[src/rtl/xbar_rr_slave_ctrl.sv]
// Per-slave transaction controller for the crossbar.
// Shares one slave port among NUM_MASTERS masters using round-robin arbitration.
// A grant is held until the slave acks, the owner withdraws, or the watchdog fires.
module xbar_rr_slave_ctrl #(
   parameter int unsigned NUM_MASTERS = 4,
   parameter int unsigned IDW         = 2,
   parameter int unsigned TIMEOUT     = 16,
   parameter int unsigned TW          = 5
) (
   input  logic                   clk,
   input  logic                   reset,
   input  logic [NUM_MASTERS-1:0] req,
   input  logic                   ack,
   output logic [NUM_MASTERS-1:0] grant,
   output logic [IDW-1:0]         grant_id,
   output logic                   slave_req,
   output logic [NUM_MASTERS-1:0] ack_out,
   output logic [NUM_MASTERS-1:0] err,
   output logic                   busy
);

   localparam logic StIdle = 1'b0;
   localparam logic StBusy = 1'b1;

   // Guarded so TIMEOUT == 0 does not underflow; the compare is disabled in that case anyway.
   localparam int unsigned TimeoutM1 = (TIMEOUT == 0) ? 0 : TIMEOUT - 1;
   localparam logic [TW-1:0] TimerLast = TW'(TimeoutM1);
   localparam logic [IDW-1:0] LastId = IDW'(NUM_MASTERS - 1);

   logic                   state_q, state_d;
   logic [IDW-1:0]         ptr_q, ptr_d;
   logic [TW-1:0]          timer_q, timer_d;
   logic [NUM_MASTERS-1:0] grant_q, grant_d;
   logic [IDW-1:0]         grant_id_q, grant_id_d;

   logic           owner_req;
   logic           timeout_hit;
   logic           found;
   logic [IDW-1:0] winner;
   logic [IDW-1:0] ptr_adv;

   assign owner_req   = req[grant_id_q];
   assign timeout_hit = (TIMEOUT != 0) && (timer_q == TimerLast);
   assign ptr_adv     = (grant_id_q == LastId) ? '0 : grant_id_q + IDW'(1);

   // Round-robin search: first requester at or after ptr, wrapping modulo NUM_MASTERS.
   always_comb begin
      found  = 1'b0;
      winner = '0;
      for (int unsigned i = 0; i < NUM_MASTERS; i++) begin
         int unsigned cand;
         cand = int'(ptr_q) + i;
         if (cand >= NUM_MASTERS) cand = cand - NUM_MASTERS;
         if (!found && req[cand]) begin
            found  = 1'b1;
            winner = IDW'(cand);
         end
      end
   end

   // Next-state: IDLE grants the winner; BUSY exits on ack, withdrawal, then timeout.
   always_comb begin
      state_d    = state_q;
      ptr_d      = ptr_q;
      timer_d    = timer_q;
      grant_d    = grant_q;
      grant_id_d = grant_id_q;
      if (state_q == StIdle) begin
         if (found) begin
            state_d         = StBusy;
            grant_d         = '0;
            grant_d[winner] = 1'b1;
            grant_id_d      = winner;
            timer_d         = '0;
         end
      end else begin
         if ((ack && owner_req) || !owner_req || timeout_hit) begin
            state_d    = StIdle;
            ptr_d      = ptr_adv;
            grant_d    = '0;
            grant_id_d = '0;
         end else begin
            // With the watchdog disabled this simply wraps and is never looked at.
            timer_d = timer_q + TW'(1);
         end
      end
   end

   // State registers with asynchronous active-high reset.
   always_ff @(posedge clk or posedge reset) begin
      if (reset) begin
         state_q    <= StIdle;
         ptr_q      <= '0;
         timer_q    <= '0;
         grant_q    <= '0;
         grant_id_q <= '0;
      end else begin
         state_q    <= state_d;
         ptr_q      <= ptr_d;
         timer_q    <= timer_d;
         grant_q    <= grant_d;
         grant_id_q <= grant_id_d;
      end
   end

   // Combinational slave request, ack routing and timeout pulse for the current owner.
   always_comb begin
      ack_out = '0;
      err     = '0;
      if (busy && owner_req) begin
         if (ack) ack_out[grant_id_q] = 1'b1;
         else if (timeout_hit) err[grant_id_q] = 1'b1;
      end
   end

   assign busy      = (state_q == StBusy);
   assign slave_req = busy & owner_req;
   assign grant     = grant_q;
   assign grant_id  = grant_id_q;

endmodule

[config.mk]
export PLATFORM = sky130hd
export DESIGN_NAME = xbar_rr_slave_ctrl
export DESIGN_NICKNAME = d
export VERILOG_FILES = /design/src/rtl/xbar_rr_slave_ctrl.sv
export SDC_FILE = /design/constraint.sdc
export NUM_CORES = 1
export LEC_CHECK = 0
export ABC_AREA = 1
export BUFFER_PORTS_ARGS = -buffer_cell sky130_fd_sc_hd__buf_2
export CAP_MARGIN = 20
export CELL_PAD_IN_SITES_DETAIL_PLACEMENT = 1
export CELL_PAD_IN_SITES_GLOBAL_PLACEMENT = 1
export CORE_MARGIN = 2
export CORE_UTILIZATION = 35
export DETAILED_ROUTE_END_ITERATION = 12
export PLACE_DENSITY_LB_ADDON = 0.1
export SLEW_MARGIN = 10
export SYNTH_ARGS = -nofsm -noshare
export SYNTH_HDL_FRONTEND = slang
export SYNTH_SLANG_ARGS = --single-unit
[constraint.sdc]
create_clock -name clk -period 1.65 [get_ports clk]
set_clock_uncertainty 0.05 [all_clocks]
set_input_delay 0.0825 -clock clk [delete_from_list [all_inputs] [get_ports clk]]
set_output_delay 0.0825 -clock clk [all_outputs]
set_load 0.05 [all_outputs]
-- Yosys cells after proc, flatten, opt, wreduce, memory -nomap -nowiden
Index checks and enable logic that the tools add are counted.
- bits of input ports: 7
- output and inout port bits: 16
- bits in registers: 14
- logic and storage cells: 92
- reduce and logical (&&, ||, !) cells: 17
- multiplexer cells: 44
- $add $sub $neg: 9
- $lt $le $gt $ge: 12
- bitwise gates (word level): 1
- equality and inequality tests: 4
- operators by type and width (cell ; count):
    32-bit by 3-bit less-than comparator with 1-bit output, second input constant ; 4
    32-bit 2-to-1 mux ; 4
    4-bit 2-to-1 mux ; 8
    2-bit 2-to-1 mux ; 8
    5-bit 2-to-1 mux ; 3
    1-bit 2-to-1 mux ; 14
    3-bit by 3-bit subtractor with 4-bit output, second input constant ; 3
    1-bit binary-select mux with 2-bit select ; 5
    3-bit greater-or-equal comparator, second input constant ; 3
    1-bit logical AND ; 7
    2-bit by 2-bit adder with 3-bit output, second input constant ; 2
    2-bit by 3-bit less-than comparator with 1-bit output, second input constant ; 2
    2-bit AND reduction ; 3
    5-bit by 1-bit adder with 5-bit output, second input constant ; 1
    5-bit by 4-bit equality test with 1-bit output, second input constant ; 1
    1-bit demux with 2-bit select ; 2
    2-bit by 1-bit greater-or-equal comparator with 1-bit output, second input constant ; 2
    1-bit zero test ; 4
    2-bit by 3-bit subtractor with 4-bit output, second input constant ; 1
    2-bit by 1-bit adder with 3-bit output, second input constant ; 1
    2-bit by 3-bit greater-or-equal comparator with 1-bit output, second input constant ; 1
    2-bit by 1-bit adder with 2-bit output, second input constant ; 1
    2-bit equality test, second input constant ; 1
    1-bit logical OR ; 2
    other kinds (4) ; 4

-- Longest topological paths before layout
- word-level depth: 20
- gate-level depth with buffers: 11
- gate-level depth less buffers: 11

-- Worst setup path after synthesis
No wires, ideal clock.
- path kind: flip-flop to output port
- start point: reg grant_id_q[0] (netlist: grant_id[0])
- end point: out ack_out[0]
- arrival time: 2.402 ns
- stages on the path, launching flop included: 10
- path slack: -0.885 ns
- path buffers: 0
- cells stage by stage: dfrtp_1 > inv_1 > nand2_1 > nand2_1 > nand2_1 > o21ai_1 > nand2_1 > inv_1 > nand2_1 > nor2_1
- word-level cells in the longest chain between the ends: 6
- elaborated cells on any way between the ends: 10
- classes of those cells: order compare (2); mux (6); reduce/logical (2)
- RTL lines (what ; RTL line ; source):
    start, declared ; 34 ; logic [IDW-1:0] grant_id_q, grant_id_d;
    start signal, assigned ; 102 ; grant_id_q <= grant_id_d;
    2-bit by 3-bit less-than comparator with 1-bit output (implied by the code) / 2-bit by 1-bit greater-or-equal comparator with 1-bit output (equally long branches) ; 111 ; if (ack) ack_out[grant_id_q] = 1'b1;
    1-bit logical AND (implied by the code) ; 111 ;
    1-bit 2-to-1 mux (implied by the code) ; 111 ;
    1-bit demux with 2-bit select ; 111 ;
    4-bit 2-to-1 mux ; 111 ;
    4-bit 2-to-1 mux * ; 110 ; if (busy && owner_req) begin
    end, declared ; 17 ; output logic [NUM_MASTERS-1:0] ack_out,
Mark *: on every way between the ends. The rest lies on a longest branch, timed or not. The select of a mux whose other input is x is not followed.

-- Worst setup path after layout
- start point: reg timer_q[1]
- end point: reg timer_q[2]
- word-level cells in the longest chain between the ends: 4
- elaborated cells on any way between the ends: 7
- classes of those cells: add/sub (1); eq/ne (2); mux (2); reduce/logical (2)
- RTL lines (what ; RTL line ; source):
    start, declared ; 32 ; logic [TW-1:0] timer_q, timer_d;
    start signal, assigned ; 100 ; timer_q <= timer_d;
    parallel branches: the longest is 4 deep, another holds 5-bit by 1-bit adder with 5-bit output ; -- ;
Parallel ways; which one is timed is not known. The select of a mux whose other input is x is not followed.
A chain may end at the register's enable or synchronous reset.

==> flow_metrics.tcl <==
set metrics [dict create \
    yosys.area.top_type "sky130_fd_sc_hd__dfrtp_1" \
    antenna_violations_before_repair 0 \
    cp_slowest_cell "sky130_fd_sc_hd__dfrtp_1" \
    arrival_ns 1.97 \
    gr-total-overflow 0 \
    first_global_vias 1148 \
    yosysTopAreaCellShare_pct 29.9 \
    rrSetupSlack_ns -0.16 \
    layout_setup_ws_ns -0.159 \
    dieArea_mm2 0.00382 \
    clk_path_buf_depth 2 \
    post_synth_instance_area_mm2 0.00117 \
    placement.cell_area_mm2 0.00145 \
    vias 1204 \
    min_delay_path_depth 6 \
    worstHoldEndpoint "timer_q[4]$_DFFE_PP0P_" \
    num-nets-final 217 \
    final.period_utilization_pct 110 \
    die_width_um 61.8 \
    critical_path.max_stage_delay_ns 0.40 \
    cpLargestDelayFamily "simple AND/OR/NAND/NOR gates" \
    drt_first_iter_violations 40 \
    power.density_cell_area_mw_per_mm2 1940 \
    numCtsBuffers 3 \
    finalHoldViolCount 0 \
    leakagePower_uw 0.000905 \
    synth_sequential_area_ratio_pct 29.9 \
    stdcell_area_mm2 0.00178 \
    start_kind "flip-flop" \
    initial_utilization_pct 35.7 \
    drive_gt1_share_pct 55.7 \
    clock-sinks 14 \
    hold_path_startpoint "ack" \
    fp-row-count 21 \
    maxClockFrequency_ghz 0.553 \
    grtUsageMet2_pct 32.3 \
    transition_at_the_pin_with_the_smallest_max_transition_slack_ns 0.541 \
    vdd_ir_drop_max_v 0.00116 \
    violations_in_the_final_reports "setup timing" \
    status "complete, but fails checks" \
    synth.lib_cells_used.distinct 24 \
    clock_insertion_delay_worst_skew_ns 0.29 \
    timing.final.setup_violations 22 \
    drt_first_pass_iters 4 \
    required_ns 1.81 \
    io-pin-count 23 \
    routed_via_density 4.84 \
    clk_pin_slew_worst_paths_ns 0.09 \
    synthesis.yosys.warnings 0 \
    netlist_top_cells_area "sky130_fd_sc_hd__dfrtp_1 30%, sky130_fd_sc_hd__nand2_1 15%, sky130_fd_sc_hd__inv_1 7.1%" \
    max_cap_violations 0 \
    gr-max-usage-layer "met2" \
    gpl.final_weighted_congestion 0.766 \
    crit_fanout 4 \
    area_delta_synth_final_pct 52.1 \
    period_needed_ns 1.81 \
    maxSlewViolCount 0 \
    normalized_max_slew_margin_pct 63.9 \
    port-buffer-count 22 \
    detail_route.drc_violations 0 \
    wire_length_of_the_first_global_routing_pass_mm 5.25 \
    dieHeight_um 61.8 \
    groute.usage.overall_pct 18.7 \
    groute.layer.met3.usage_pct 2.07 \
    cpMostUsedCell "sky130_fd_sc_hd__nor2_4" \
    drt-wirelength-per-cell_um 14.2 \
    pin_count_of_the_biggest_net_entering_global_routing 15 \
    rr_startpoint "timer_q[1]$_DFFE_PP0P_" \
    path_buf_inv 1 \
    placeableCoreArea_mm2 0.00328 \
    buffer_cell_driving_the_clock_tree_root "sky130_fd_sc_hd__clkbuf_4" \
    synth.net_count 174 \
    critical_path.cell_chain "ha_2, nand2_2, nor2_4, ha_4, buf_4, nor2_4, nand2_2, nor2_4, nand2_1, a21oi_2" \
    grt_util_met1_pct 24.6 \
    netlist_instances 161 \
    worst-r2r-cell-count 10 \
    rsz0062_at_grt "true" \
    timing.critical_path.to_type "flip-flop" \
    fin_worst_hold_slack_ns 0.263 \
    cts_tree "done" \
    yosys_register_bits 14 \
    path_class "reg2reg" \
    regToRegEndpoint "timer_q[2]$_DFFE_PP0P_" \
    postSynthAreaPerCell_um2 7.27 \
    num-fill-cells 397 \
    wl_mm 3.54 \
    antennaDiodeCount 0 \
    postRouteAntennaNets 0 \
    dp_hpwl_mm 2.33 \
    worstHoldPathType "in2reg" \
    cts_max_level 1 \
]
-- how the worst max path moves through the flow --
stage	startpoint	endpoint	slack, ns	cells past startpoint
finish	timer_q[1]$_DFFE_PP0P_	timer_q[2]$_DFFE_PP0P_	-0.16	10
global route	timer_q[1]$_DFFE_PP0P_	timer_q[2]$_DFFE_PP0P_	-0.24	11
CTS	grant_id[0]$_DFFE_PP0P_	err[1]	-0.12	9
detailed placement	timer_q[0]$_DFFE_PP0P_	timer_q[2]$_DFFE_PP0P_	-0.14	10
global placement	timer_q[0]$_DFFE_PP0P_	timer_q[2]$_DFFE_PP0P_	-0.04	10
floorplan	grant_id[0]$_DFFE_PP0P_	ack_out[0]	-0.19	9
-- per-layer routing --
metal / vias to the layer above / share of wire (%)
met1: 572 / 44
met3: 9 / 2.1
met4: 0 / 2.8
met5: - / 0
li1: 595 / -
met2: 28 / 51
-- cell families (layout without fill, tap and decap cells) --
group | Yosys count | count (layout) | share of synthesized area, %
AND/OR/NAND/NOR | 99 | 100 | 45.6
flip-flops | 14 | 14 | 29.9
adder cells (fa/ha/maj) | 6 | 6 | 6.41
AO/OA/AOI/OAI | 16 | 16 | 9.08
buffers and inverters | 26 | 67 | 8.97
-- registers in the layout, indices dropped and copies added, names as in the netlist --
name      flops
busy          1
grant         4
grant_id      2
ptr_q         2
timer_q       5
-- final cells by class --
type                       count  area [um2]  area share (%)
clock buffer                   4        36.3            2.04
inverter                      25         100            5.62
multi-input combinational    122         926            52.0
sequential                    14         353            19.8
tap                           46        57.6            3.23
timing repair buffer          38         309            17.3
-- power by group --
group | internal [uW] | switching (uW) | total, uW
logic | 874 | 1750 | 2630
registers | 461 | 108 | 569
clock network | 134 | 121 | 256
total | 1470 | 1980 | 3450
-- synthesized netlist by cell type --
library cell	instances
sky130_fd_sc_hd__nor2_2	1
sky130_fd_sc_hd__a21oi_1	1
sky130_fd_sc_hd__o21ai_1	5
sky130_fd_sc_hd__o21ai_0	3
sky130_fd_sc_hd__nand2_1	46
sky130_fd_sc_hd__inv_2	3
sky130_fd_sc_hd__nand2_2	9
sky130_fd_sc_hd__nand4_1	1
sky130_fd_sc_hd__nor3_1	5
sky130_fd_sc_hd__nand3_2	3
sky130_fd_sc_hd__nand3b_4	1
sky130_fd_sc_hd__nor2_8	1
sky130_fd_sc_hd__a21oi_2	1
sky130_fd_sc_hd__o21ai_2	6
sky130_fd_sc_hd__buf_6	1
sky130_fd_sc_hd__nor2_1	12
sky130_fd_sc_hd__nand3b_1	2
sky130_fd_sc_hd__and2_1	1
sky130_fd_sc_hd__ha_1	6
sky130_fd_sc_hd__nand2_8	1
sky130_fd_sc_hd__inv_1	22
sky130_fd_sc_hd__dfrtp_1	14
sky130_fd_sc_hd__nand2_4	5
sky130_fd_sc_hd__nand3_1	11
-- cell usage in the layout (no fill, tap or decap), types with 5 or more instances in the layout --
cell type                 Yosys  routed
sky130_fd_sc_hd__nand3_1     11       6
sky130_fd_sc_hd__nand2_1     46      35
sky130_fd_sc_hd__dfrtp_1     14      12
sky130_fd_sc_hd__inv_1       22      18
sky130_fd_sc_hd__nand2_2      9      17
sky130_fd_sc_hd__buf_6        1       7
sky130_fd_sc_hd__inv_2        3       5
sky130_fd_sc_hd__nand2_4      5       9
sky130_fd_sc_hd__nor2_4       0       7
sky130_fd_sc_hd__o21ai_2      6      11
sky130_fd_sc_hd__nand3_2      3       8
sky130_fd_sc_hd__buf_2        0      14
sky130_fd_sc_hd__nor2_1      12       5
sky130_fd_sc_hd__buf_4        0      12
-- repair_timing --
item,CTS,global route
setup endpoints to repair,18,23
gates cloned,0,1
endpoints found under the hold margin,14,0
hold buffers,1,0
pin swaps,15,15
gates resized for setup,35,27
buffers inserted,4,4
-- worst min-delay path, cell delays in order --
cell,delay (ns)
sky130_fd_sc_hd__buf_2,0.15
sky130_fd_sc_hd__nor2_4,0.04
sky130_fd_sc_hd__nand2_2,0.09
sky130_fd_sc_hd__nor2_4,0.06
sky130_fd_sc_hd__inv_4,0.08
sky130_fd_sc_hd__o21ai_2,0.05
-- through the flow --
step                total power (uW)  instances  utilization (%)  TNS [ns]  setup slack, ns
floorplan                       2330        161                -     -1.26           -0.190
global placement                2750        235             44.2    -0.114          -0.0437
detailed placement              2790        235             44.2    -0.571           -0.135
CTS                             3220        244             50.0    -0.910           -0.124
global route                    3730        249             54.2     -3.81           -0.244
finish                          3450        249             54.2     -1.84           -0.159
Note: power is estimated with default switching activity, not from simulation.
